$ cat config.mk
export PLATFORM = sky130hd
export DESIGN_NAME = adc_conversion_sequencer
export DESIGN_NICKNAME = d
export VERILOG_FILES = /design/src/rtl/adc_conversion_sequencer.sv
export SDC_FILE = /design/constraint.sdc
export NUM_CORES = 1
export LEC_CHECK = 0
export BUFFER_PORTS_ARGS = -buffer_cell sky130_fd_sc_hd__buf_2
export CORE_AREA = 4 4 61 63
export DETAILED_ROUTE_END_ITERATION = 10
export DIE_AREA = 0 0 65 67
export PLACE_DENSITY = 0.72
export RECOVER_POWER = 50
export SYNTH_ARGS = -nofsm -noshare
export SYNTH_HDL_FRONTEND = slang
export SYNTH_SLANG_ARGS = --single-unit
$ cat constraint.sdc
create_clock -name clk -period 2.7 [get_ports clk]
set_input_delay 0.135 -clock clk [delete_from_list [all_inputs] [get_ports clk]]
set_output_delay 0.135 -clock clk [all_outputs]
set_load 0.03 [all_outputs]
$ cat src/rtl/adc_conversion_sequencer.sv
// Conversion sequencer for the 4-comparator flash ADC: synchronizes start and
// comparator outputs, settles, averages a sample window and reports a rounded level.
module adc_conversion_sequencer #(
    parameter int SETTLE_CYCLES = 16,
    parameter int LOG2_SAMPLES  = 2
) (
    input  logic       clk,
    input  logic       reset,
    input  logic       start,
    input  logic       continuous,
    input  logic [3:0] thermo_in,
    output logic [2:0] code,
    output logic       code_valid,
    output logic       bubble_err,
    output logic       busy,
    output logic [1:0] state_out
);

    localparam int ACC_W  = 3 + LOG2_SAMPLES;
    localparam int SCNT_W = (LOG2_SAMPLES > 0) ? LOG2_SAMPLES : 1;

    localparam logic [7:0]        SETTLE_LOAD = 8'(SETTLE_CYCLES - 1);
    localparam logic [SCNT_W-1:0] SAMPLE_LOAD = SCNT_W'((1 << LOG2_SAMPLES) - 1);
    // Half an LSB of the averaged result; collapses to zero for a one-sample window.
    localparam logic [ACC_W:0]    RND         = (ACC_W + 1)'((1 << LOG2_SAMPLES) >> 1);

    typedef enum logic [1:0] {
        IDLE    = 2'd0,
        SETTLE  = 2'd1,
        SAMPLE  = 2'd2,
        RESOLVE = 2'd3
    } state_t;

    state_t state, state_n;

    logic              start_s1, start_s2, start_d;
    logic              start_edge;
    logic [3:0]        thermo_s1, thermo_s2;

    logic [7:0]        settle_cnt, settle_cnt_n;
    logic [SCNT_W-1:0] sample_cnt, sample_cnt_n;
    logic [ACC_W-1:0]  acc, acc_n;
    logic              bubble_acc, bubble_acc_n;

    logic [2:0]        code_n;
    logic              bubble_err_n;
    logic              code_valid_n;

    function automatic logic [2:0] popcount4(input logic [3:0] t);
        return 3'(t[0]) + 3'(t[1]) + 3'(t[2]) + 3'(t[3]);
    endfunction

    function automatic logic is_thermometer(input logic [3:0] t);
        return (t == 4'b0000) || (t == 4'b0001) || (t == 4'b0011) ||
               (t == 4'b0111) || (t == 4'b1111);
    endfunction

    // Rounded mean of the window, clamped to the top ladder level.
    function automatic logic [2:0] round_code(input logic [ACC_W-1:0] a);
        logic [ACC_W:0] sum;
        logic [ACC_W:0] mean;
        sum  = {1'b0, a} + RND;
        mean = sum >> LOG2_SAMPLES;
        if (mean > (ACC_W + 1)'(4)) begin
            return 3'd4;
        end
        return mean[2:0];
    endfunction

    assign start_edge = start_s2 & ~start_d;

    // Synchronizer stage: two flops on every asynchronous input plus edge-detect delay.
    always_ff @(posedge clk) begin
        if (reset) begin
            start_s1  <= 1'b0;
            start_s2  <= 1'b0;
            start_d   <= 1'b0;
            thermo_s1 <= 4'b0000;
            thermo_s2 <= 4'b0000;
        end else begin
            start_s1  <= start;
            start_s2  <= start_s1;
            start_d   <= start_s2;
            thermo_s1 <= thermo_in;
            thermo_s2 <= thermo_s1;
        end
    end

    // Sequencer state, window accumulation and result registers.
    always_ff @(posedge clk) begin
        if (reset) begin
            state      <= IDLE;
            settle_cnt <= '0;
            sample_cnt <= '0;
            acc        <= '0;
            bubble_acc <= 1'b0;
            code       <= 3'd0;
            bubble_err <= 1'b0;
            code_valid <= 1'b0;
        end else begin
            state      <= state_n;
            settle_cnt <= settle_cnt_n;
            sample_cnt <= sample_cnt_n;
            acc        <= acc_n;
            bubble_acc <= bubble_acc_n;
            code       <= code_n;
            bubble_err <= bubble_err_n;
            code_valid <= code_valid_n;
        end
    end

    always_comb begin
        state_n      = state;
        settle_cnt_n = settle_cnt;
        sample_cnt_n = sample_cnt;
        acc_n        = acc;
        bubble_acc_n = bubble_acc;
        code_n       = code;
        bubble_err_n = bubble_err;
        code_valid_n = 1'b0;

        unique case (state)
            IDLE: begin
                settle_cnt_n = '0;
                sample_cnt_n = '0;
                acc_n        = '0;
                bubble_acc_n = 1'b0;
                if (start_edge) begin
                    state_n      = SETTLE;
                    settle_cnt_n = SETTLE_LOAD;
                end
            end

            SETTLE: begin
                if (settle_cnt == 8'd0) begin
                    state_n      = SAMPLE;
                    sample_cnt_n = SAMPLE_LOAD;
                    acc_n        = '0;
                    bubble_acc_n = 1'b0;
                end else begin
                    settle_cnt_n = settle_cnt - 8'd1;
                end
            end

            SAMPLE: begin
                acc_n        = acc + ACC_W'(popcount4(thermo_s2));
                bubble_acc_n = bubble_acc | ~is_thermometer(thermo_s2);
                if (sample_cnt == '0) begin
                    state_n = RESOLVE;
                end else begin
                    sample_cnt_n = sample_cnt - 1'b1;
                end
            end

            RESOLVE: begin
                code_n       = round_code(acc);
                bubble_err_n = bubble_acc;
                code_valid_n = 1'b1;
                // Continuous mode restarts the window directly; the ladder is already settled.
                if (continuous) begin
                    state_n      = SAMPLE;
                    sample_cnt_n = SAMPLE_LOAD;
                    acc_n        = '0;
                    bubble_acc_n = 1'b0;
                end else begin
                    state_n = IDLE;
                end
            end

            default: begin
                state_n = IDLE;
            end
        endcase
    end

    assign busy      = (state != IDLE);
    assign state_out = state;

endmodule

# Yosys cells after proc, flatten, opt, wreduce, memory -nomap -nowiden
# Index checks and enable logic that the tools add are counted.
[word_totals]
reg_bits = 34
input_bits = 8
out_inout_bits = 8
elab_cells = 75
[op_classes]
addsub = 7
n_lt_le_gt_ge = 1
eq_ne = 13
mux = 23
bitwise_logic = 4
reduce_logical = 14
[op_table]
columns = ["cell", "count"]
rows = [
  ["$pmux W5 S4", 1],
  ["$pmux W2 S4", 2],
  ["$pmux W8 S2", 1],
  ["$mux W2", 7],
  ["$ne A2 B2 Y1 const B", 6],
  ["$mux W5", 2],
  ["$logic_not A8 Y1", 1],
  ["$mux W8", 1],
  ["$sub A8 B1 Y8 const B", 1],
  ["$add A5 B2 Y6 const B", 1],
  ["$mux W3", 2],
  ["$reduce_and A3 Y1", 2],
  ["$add A5 B3 Y5", 1],
  ["$mux W1", 5],
  ["$eq A2 B2 Y1 const B", 2],
  ["$eq A4 B1 Y1 const B", 1],
  ["$eq A4 B2 Y1 const B", 1],
  ["$eq A4 B3 Y1 const B", 1],
  ["$eq A4 B4 Y1 const B", 1],
  ["$gt A4 B3 Y1 const B", 1],
  ["$logic_not A2 Y1", 2],
  ["$logic_not A4 Y1", 1],
  ["$logic_or A1 B1 Y1", 4],
  ["$mux W4", 1],
  ["other kinds (11)", 14],
]

# Logic depth before layout (Yosys ltp)
# Gate-level depths: netlist of run 1.
[logic_depth]
ltp_word = 8
depth_mapped = 7
mapped_depth_nobuf = 7

# Worst setup path after synthesis of run 1
# Ideal clock, no wire load.
[synth_timing]
path_kind = "register to register"
from = "register thermo_s2[0]"
to = "register acc[4]"
setup_time_ps = 91
t_arrival_ps = 2122
required_time_ps = 2609
slack_ps = 487
path_stages_with_launch = 8
n_path_buf = 0
synth_period_minus_slack_ps = 2213
cell_sequence = "dfxtp_1 > fa_1 > inv_1 > fa_1 > fa_1 > nor2_1 > a31oi_1 > a311oi_1"
[synth_between]
elab_chain_len = 5
[synth_lines]
columns = ["element", "line_no", "text"]
rows = [
  ["start: declaration", "38", "logic [3:0] thermo_s1, thermo_s2;"],
  ["start signal: assignment", "85", "thermo_s2 <= thermo_s1;"],
  ["$add A1 B1 Y2", "50", "return 3'(t[0]) + 3'(t[1]) + 3'(t[2]) + 3'(t[3]);"],
  ["$add A2 B1 Y3", "50", ""],
  ["$add A3 B1 Y3", "50", ""],
  ["$add A5 B3 Y5", "146", "acc_n = acc + ACC_W'(popcount4(thermo_s2));"],
  ["$pmux W5 S4", "122", "unique case (state)"],
  ["end signal: assignment", "104", "acc <= acc_n;"],
  ["end: declaration", "42", "logic [ACC_W-1:0] acc, acc_n;"],
]
# No other way between the ends.
# A chain may end at the register's enable or synchronous reset.

# Worst setup path in the final report of run 1
# Ends and elaborated chain as after synthesis.

==> results of run 1 <==
## flip-flops by register name, indices dropped and copies added (netlist names)
name / cells
settle_cnt: 8
code: 3
start_d: 1
thermo_s1: 4
bubble_acc: 1
state_out: 2
bubble_err: 1
start_s2: 1
start_s1: 1
code_valid: 1
thermo_s2: 4
sample_cnt: 2
acc: 5
## worst min-delay path, stage by stage
cell and delay, ns:
buf_2 0.08, nand2_1 0.04, o31ai_1 0.06, a221oi_1 0.07, nor2_1 0.08
## cells in the mapped netlist, types with 2 or more instances
cell	instances	area share [%]
nand4b_1	2	1.0
dfxtp_1	34	40
nor3_1	4	1.2
a221oi_1	2	1.0
a21oi_1	13	3.9
o31ai_1	3	1.3
a31oi_1	3	1.1
nor2b_1	14	5.2
nand2b_1	6	2.2
o21ai_0	5	1.5
nand2_1	12	2.7
buf_2	3	0.89
nor2_1	23	5.1
and3_1	2	0.74
a211oi_1	4	1.8
inv_1	13	2.9
mux2i_1	2	1.2
clkbuf_1	5	1.1
nor3b_1	5	2.2
ha_1	8	5.9
fa_1	3	3.6
or2_2	2	0.74
nand3_1	4	1.2
## per-layer routing
| metal | part of all wire [%] | wire [um] |
|---|---|---|
| met5 | 0 | 0 |
| met4 | 0.97 | 33 |
| met3 | 4.6 | 156 |
| met2 | 50 | 1710 |
| met1 | 44 | 1500 |
## power groups by stage
stage	sequential [mW]	combinational, mW	clock, mW
2_1_floorplan	0.577	0.234	0
3_3_place_gp	0.593	0.274	0
3_5_place_dp	0.594	0.280	0
4_1_cts	0.584	0.290	0.477
5_1_grt	0.591	0.328	0.495
6_report	0.586	0.290	0.468
## timing repair
action	in CTS	in global routing
hold buffers	5	0
endpoints found under the setup margin	0	0
hold endpoints to repair	5	0
## worst max-delay path by stage
| stage | to | slack (ns) | startpoint |
|---|---|---|---|
| 6_report | acc[4]$_SDFFE_PP0P_ | 0.27 | thermo_s2[0]$_SDFF_PP0_ |
| 5_1_grt | acc[4]$_SDFFE_PP0P_ | 0.11 | thermo_s2[0]$_SDFF_PP0_ |
| 4_1_cts | acc[4]$_SDFFE_PP0P_ | 0.28 | thermo_s2[0]$_SDFF_PP0_ |
| 3_5_place_dp | acc[4]$_SDFFE_PP0P_ | 0.32 | thermo_s2[0]$_SDFF_PP0_ |
| 3_3_place_gp | acc[4]$_SDFFE_PP0P_ | 0.43 | thermo_s2[0]$_SDFF_PP0_ |
| 2_1_floorplan | acc[4]$_SDFFE_PP0P_ | 0.49 | thermo_s2[0]$_SDFF_PP0_ |
## cell families after synthesis
| family | synth area share, % |
|---|---|
| AO/OA/AOI/OAI | 18.6 |
| XOR/XNOR | 0.519 |
| adder cells (fa/ha/maj) | 9.49 |
| buffers and inverters | 4.89 |
| flip-flops | 40.3 |
| multiplexers | 1.19 |
| AND/OR/NAND/NOR | 25.0 |
## area by class of cell
class                      instances  area share (%)
multi-input combinational        137            47.8
sequential                        34            35.2
timing repair buffer              20            6.08
clock inverter                     3            3.56
tap                               46            2.97
inverter                          13            2.52
clock buffer                       5            1.94
==> results.md, run 1 <==
- Outcome: complete, no violations
- CTS tree: built
- Most frequent cells in the layout: 34 x dfxtp_1, 23 x nor2_1, 14 x nor2b_1
- Area of the multi-input gates: 925 um^2
- Post-CTS sizing: 0
- EDFF count, synth: 0
- Core Footprint: 0.00323 mm^2
- Met2 Track Usage GR: 32.2%
- Post-route cell area: 0.00194 mm^2
- Post-CTS Setup Bufs: 0
- CP endpoint kind: flop
- First-pass GRT wire length: 5.84 mm
- Buffers on Ports: 15
- Pint: 0.942 mW
- Max Slew Vio Count: 0
- Worst Max-Slew Pin Slew: 0.670 ns
- Async S/R FF share, synth: 0%
- GRT Util Overall: 17.3%
- Final net count: 230
- Layout cell share with drive strength beyond 1: 12.3%
- N_diodes: 0
- DR pass1 iterations: 4
- Final setup vio count: 0
- Final wirelength: 3.40 mm
- Reg2Reg Setup Slack: 0.27 ns
- Critical Path AT: 2.69 ns
- Total power: 1.34 mW
- Gr busiest metal: met2
- Yosys warns: 0
- Vias: 1400
- Initial antenna violation count: 0
- Slew headroom: 55.3%
- CP peak stage delay: 0.56 ns
- Die height: 67 um
- DR vias/cell: 5.43
- Largest net degree at the start of global routing: 38
- Overflow after GRT: 0
- Pre-CTS WS: 0.316 ns
- RSZ-0062 raised after global routing: false
- Clock Root Buffer: clkbuf_4
- DR WL/cell: 13.2 um
- Skew-Pair Late Insertion Delay: 0.33 ns
- Fmax: 411 MHz
- # fillers: 287
- Levels on crit path: 7
- Hold_sp: continuous
- Met1 usage: 18.6%
- Hold Crit Class: in2reg
- Worst R2R Start: thermo_s2[0]$_SDFF_PP0_
- Synthesized Nets: 211
- Clock Skew: 0.00558 ns
- TritonCTS buffer count: 5
- Critical-path top delay cell: fa_1
- Flop pwr share: 43.6%
- Most used cell, CP: fa_1
- Delay-heaviest family, CP: adder cells
- Worst Slack Setup Final: 0.268 ns
- Post-route DRC: 0
- Main flop type after synthesis: dfxtp_1
- Clock power share: 34.8%
- GP Congestion: 0.826
- Worst-case hold slack: 0.167 ns
- Most common cell after layout, fill and taps aside: dfxtp_1
- # IOs: 16
- Tcrit/Tclk final: 90.1%
- Die ar.: 0.00436 mm^2
- Placed Cells: 245
- Post-DP Area: 0.00179 mm^2
- Synth cell types: 43
- Gate power share: 21.6%
- CP cell instances: fa_1, inv_1, fa_1, fa_1, nor2_1, a31oi_1, a311oi_1
- Initial cell density of the core: 52.2%
- Mapped Area: 0.00169 mm^2
- Met3 Use GR: 4.05%
- PwrDens: 694 mW/mm^2
- Fin util: 59.9%
- Leakage power: 0.727 nW
- Reg area: 681 um^2
- Post-route ant nets: 0
- Setup CP Type: reg2reg
- Area growth, synth to finish: 14.7%
- Dpl hpwl: 2.34 mm
- Crit path launch type: flop
- DRT iter0 DRCs: 52
- Setup TNS: 0 ns
- Critical R2R Capture: acc[4]$_SDFFE_PP0P_
- Sw Pwr: 0.402 mW
- Maximum vdd drop: 0.000417 V
- Reg clk slew, reported paths: 0.11 ns
- Row count: 21
- Reg2Reg Depth: 7
- Post-synthesis sequential area ratio: 40.3%
- Switching power share of the total: 29.9%
- Min-Delay Endpoint: sample_cnt[0]$_SDFFE_PP0P_
- CTS Buffer Depth: 2
- CP bufs+invs: 1
- Maxcap violations: 0
- Worst-path maximum fanout: 4
- Num Clock Sinks: 34
- Fin cells: 258
- Tmin final: 2.43 ns
- Number of global-route vias before repair: 1412
- Min-Delay Path Depth: 5
- Crit path required time: 2.95 ns
- Register bit count reported by yosys: 34
- Final Hold Viols: 0
- Htree depth: 2
- Die Width: 65 um
- Gate Count Post-Synth: 192
- Syn Area/Cell: 8.79 um^2
Power figures use the tool's default switching activity.
==> inputs of run 2 (changes only) <==
- clock period: 2.7 -> 2.25 ns (I/O delays scaled with it)
==> run 2 against run 1 <==
Against the previous run: worst setup slack got worse by 0.26 ns; clock power rose by 22%; final area rose by 1.9%; clock skew rose by 0.0025 ns; power rose by 21%; core utilization rose by 1.1 points; final cell count rose by 0.78%; sequential power rose by 19%; first-iteration DRC count rose by 85%; sequential share of layout area fell by 0.58 points; combinational power rose by 26%; maximum frequency rose by 8.5%.
==> results.md, run 2 (synthesized netlist as in run 1, its figures left out) <==
- First-pass GRT wire length: 6.17 mm
- Num Clock Sinks: 34
- DRT iter0 DRCs: 96
- Fmax: 446 MHz
- Area growth, synth to finish: 16.8%
- Placed Cells: 247
- # fillers: 276
- CP endpoint kind: flop
- Overflow after GRT: 0
- Clock Root Buffer: clkbuf_4
- Outcome: complete, no violations
- Most common cell after layout, fill and taps aside: dfxtp_1
- Largest net degree at the start of global routing: 38
- Layout cell share with drive strength beyond 1: 18.2%
- Fin cells: 260
- Vias: 1443
- CTS Buffer Depth: 2
- Post-route DRC: 0
- Max reg flops: 8
- Final net count: 232
- DR WL/cell: 13.4 um
- Leakage power: 0.768 nW
- Die ar.: 0.00436 mm^2
- Post-CTS Setup Bufs: 0
- Buffers on Ports: 15
- Skew-Pair Late Insertion Delay: 0.34 ns
- Post-route ant nets: 0
- Top flop regs: settle_cnt x8, acc x5
- Core Footprint: 0.00323 mm^2
- Worst Max-Slew Pin Slew: 0.669 ns
- RSZ-0062 raised after global routing: true
- TritonCTS buffer count: 5
- # IOs: 16
- Clock Skew: 0.00809 ns
- DR vias/cell: 5.55
- GP Congestion: 0.819
- Most frequent cells in the layout: 33 x dfxtp_1, 22 x nor2_1, 15 x buf_2
- Initial cell density of the core: 52.2%
- CTS tree: built
- Final wirelength: 3.48 mm
- Initial antenna violation count: 0
- Row count: 21
- DR pass1 iterations: 4
- Final setup vio count: 0
- Htree depth: 2
- Tmin final: 2.24 ns
- Reg clk slew, reported paths: 0.12 ns
- Worst-case hold slack: 0.142 ns
- Register bank with the most flops: settle_cnt
- Maximum vdd drop: 0.000416 V
- GRT Util Overall: 18.3%
- Max Slew Vio Count: 0
- Hold Crit Class: in2reg
- Maxcap violations: 0
- Setup CP Type: reg2reg
- Worst-path maximum fanout: 3
- Die height: 67 um
- Slew headroom: 55.3%
- Tcrit/Tclk final: 99.7%
- Crit path required time: 2.50 ns
- Final Hold Viols: 0
- Number of global-route vias before repair: 1358
- PwrDens: 826 mW/mm^2
- Dpl hpwl: 2.42 mm
- Critical Path AT: 2.49 ns
- N_diodes: 0
- Die Width: 65 um
- Crit path launch type: flop
-- run 2: repair_timing --
item | CTS | global route
hold buffers | 5 | 0
pin swaps | 1 | 0
hold endpoints to repair | 5 | 0
gates resized for setup | 3 | 2
endpoints found under the setup margin | 2 | 4
-- run 2: worst paths after layout --
path	cells past startpoint	to	start	slack (ns)
setup / recovery	7	acc[4]$_SDFFE_PP0P_	thermo_s2[0]$_SDFF_PP0_	0.008
hold reg to reg	1	thermo_s2[0]$_SDFF_PP0_	thermo_s1[0]$_SDFF_PP0_	0.44
hold / removal	5	sample_cnt[0]$_SDFFE_PP0P_	continuous	0.14
setup reg to reg	7	acc[4]$_SDFFE_PP0P_	thermo_s2[0]$_SDFF_PP0_	0.008
-- run 2: report_power, final --
group / switching, mW / internal [mW] / leakage, nW
clock: 0.222 / 0.348 / 0.0554
sequential: 0.0558 / 0.641 / 0.277
combinational: 0.215 / 0.148 / 0.435
total: 0.493 / 1.14 / 0.768
-- run 2: worst max-delay path, cell delays in order, from the launching register on --
cell and delay (ns):
dfxtp_2 0.35, fa_1 0.54, inv_1 0.05, fa_2 0.35
fa_2 0.37, nor2_2 0.13, a31oi_1 0.11, a311oi_1 0.24
-- run 2: area by class of cell --
type                       count  area [um^2]  area share [%]
tap                           46         57.6            2.92
inverter                      13         48.8            2.47
clock buffer                   5         37.5            1.90
clock inverter                 3         68.8            3.49
sequential                    34          682            34.6
multi-input combinational    137          937            47.5
timing repair buffer          22          140            7.11
-- run 2: metrics by stage --
stage / cell area [um^2] / total power, mW / setup TNS, ns / util, % / worst slack (ns)
2_1_floorplan: 1690 / 0.974 / 0 / - / 0.0367
3_3_place_gp: 1800 / 1.05 / 0 / 55.7 / 0.0119
3_5_place_dp: 1800 / 1.06 / -0.127 / 55.7 / -0.0791
4_1_cts: 1970 / 1.63 / 0 / 60.8 / 0.00427
5_1_grt: 1970 / 1.71 / -0.139 / 61.0 / -0.139
6_report: 1970 / 1.63 / 0 / 61.0 / 0.00785
-- run 2: per-layer routing --
metal  vias to the layer above  part of all wire, %  track usage (%)  wire, um
li1                        706                    -                -         -
met1                       687                   43             22.0      1500
met2                        48                   51             32.1      1790
met3                         2                  4.9             5.06       171
met4                         0                 0.46             4.75        16
met5                         -                    0                0         0
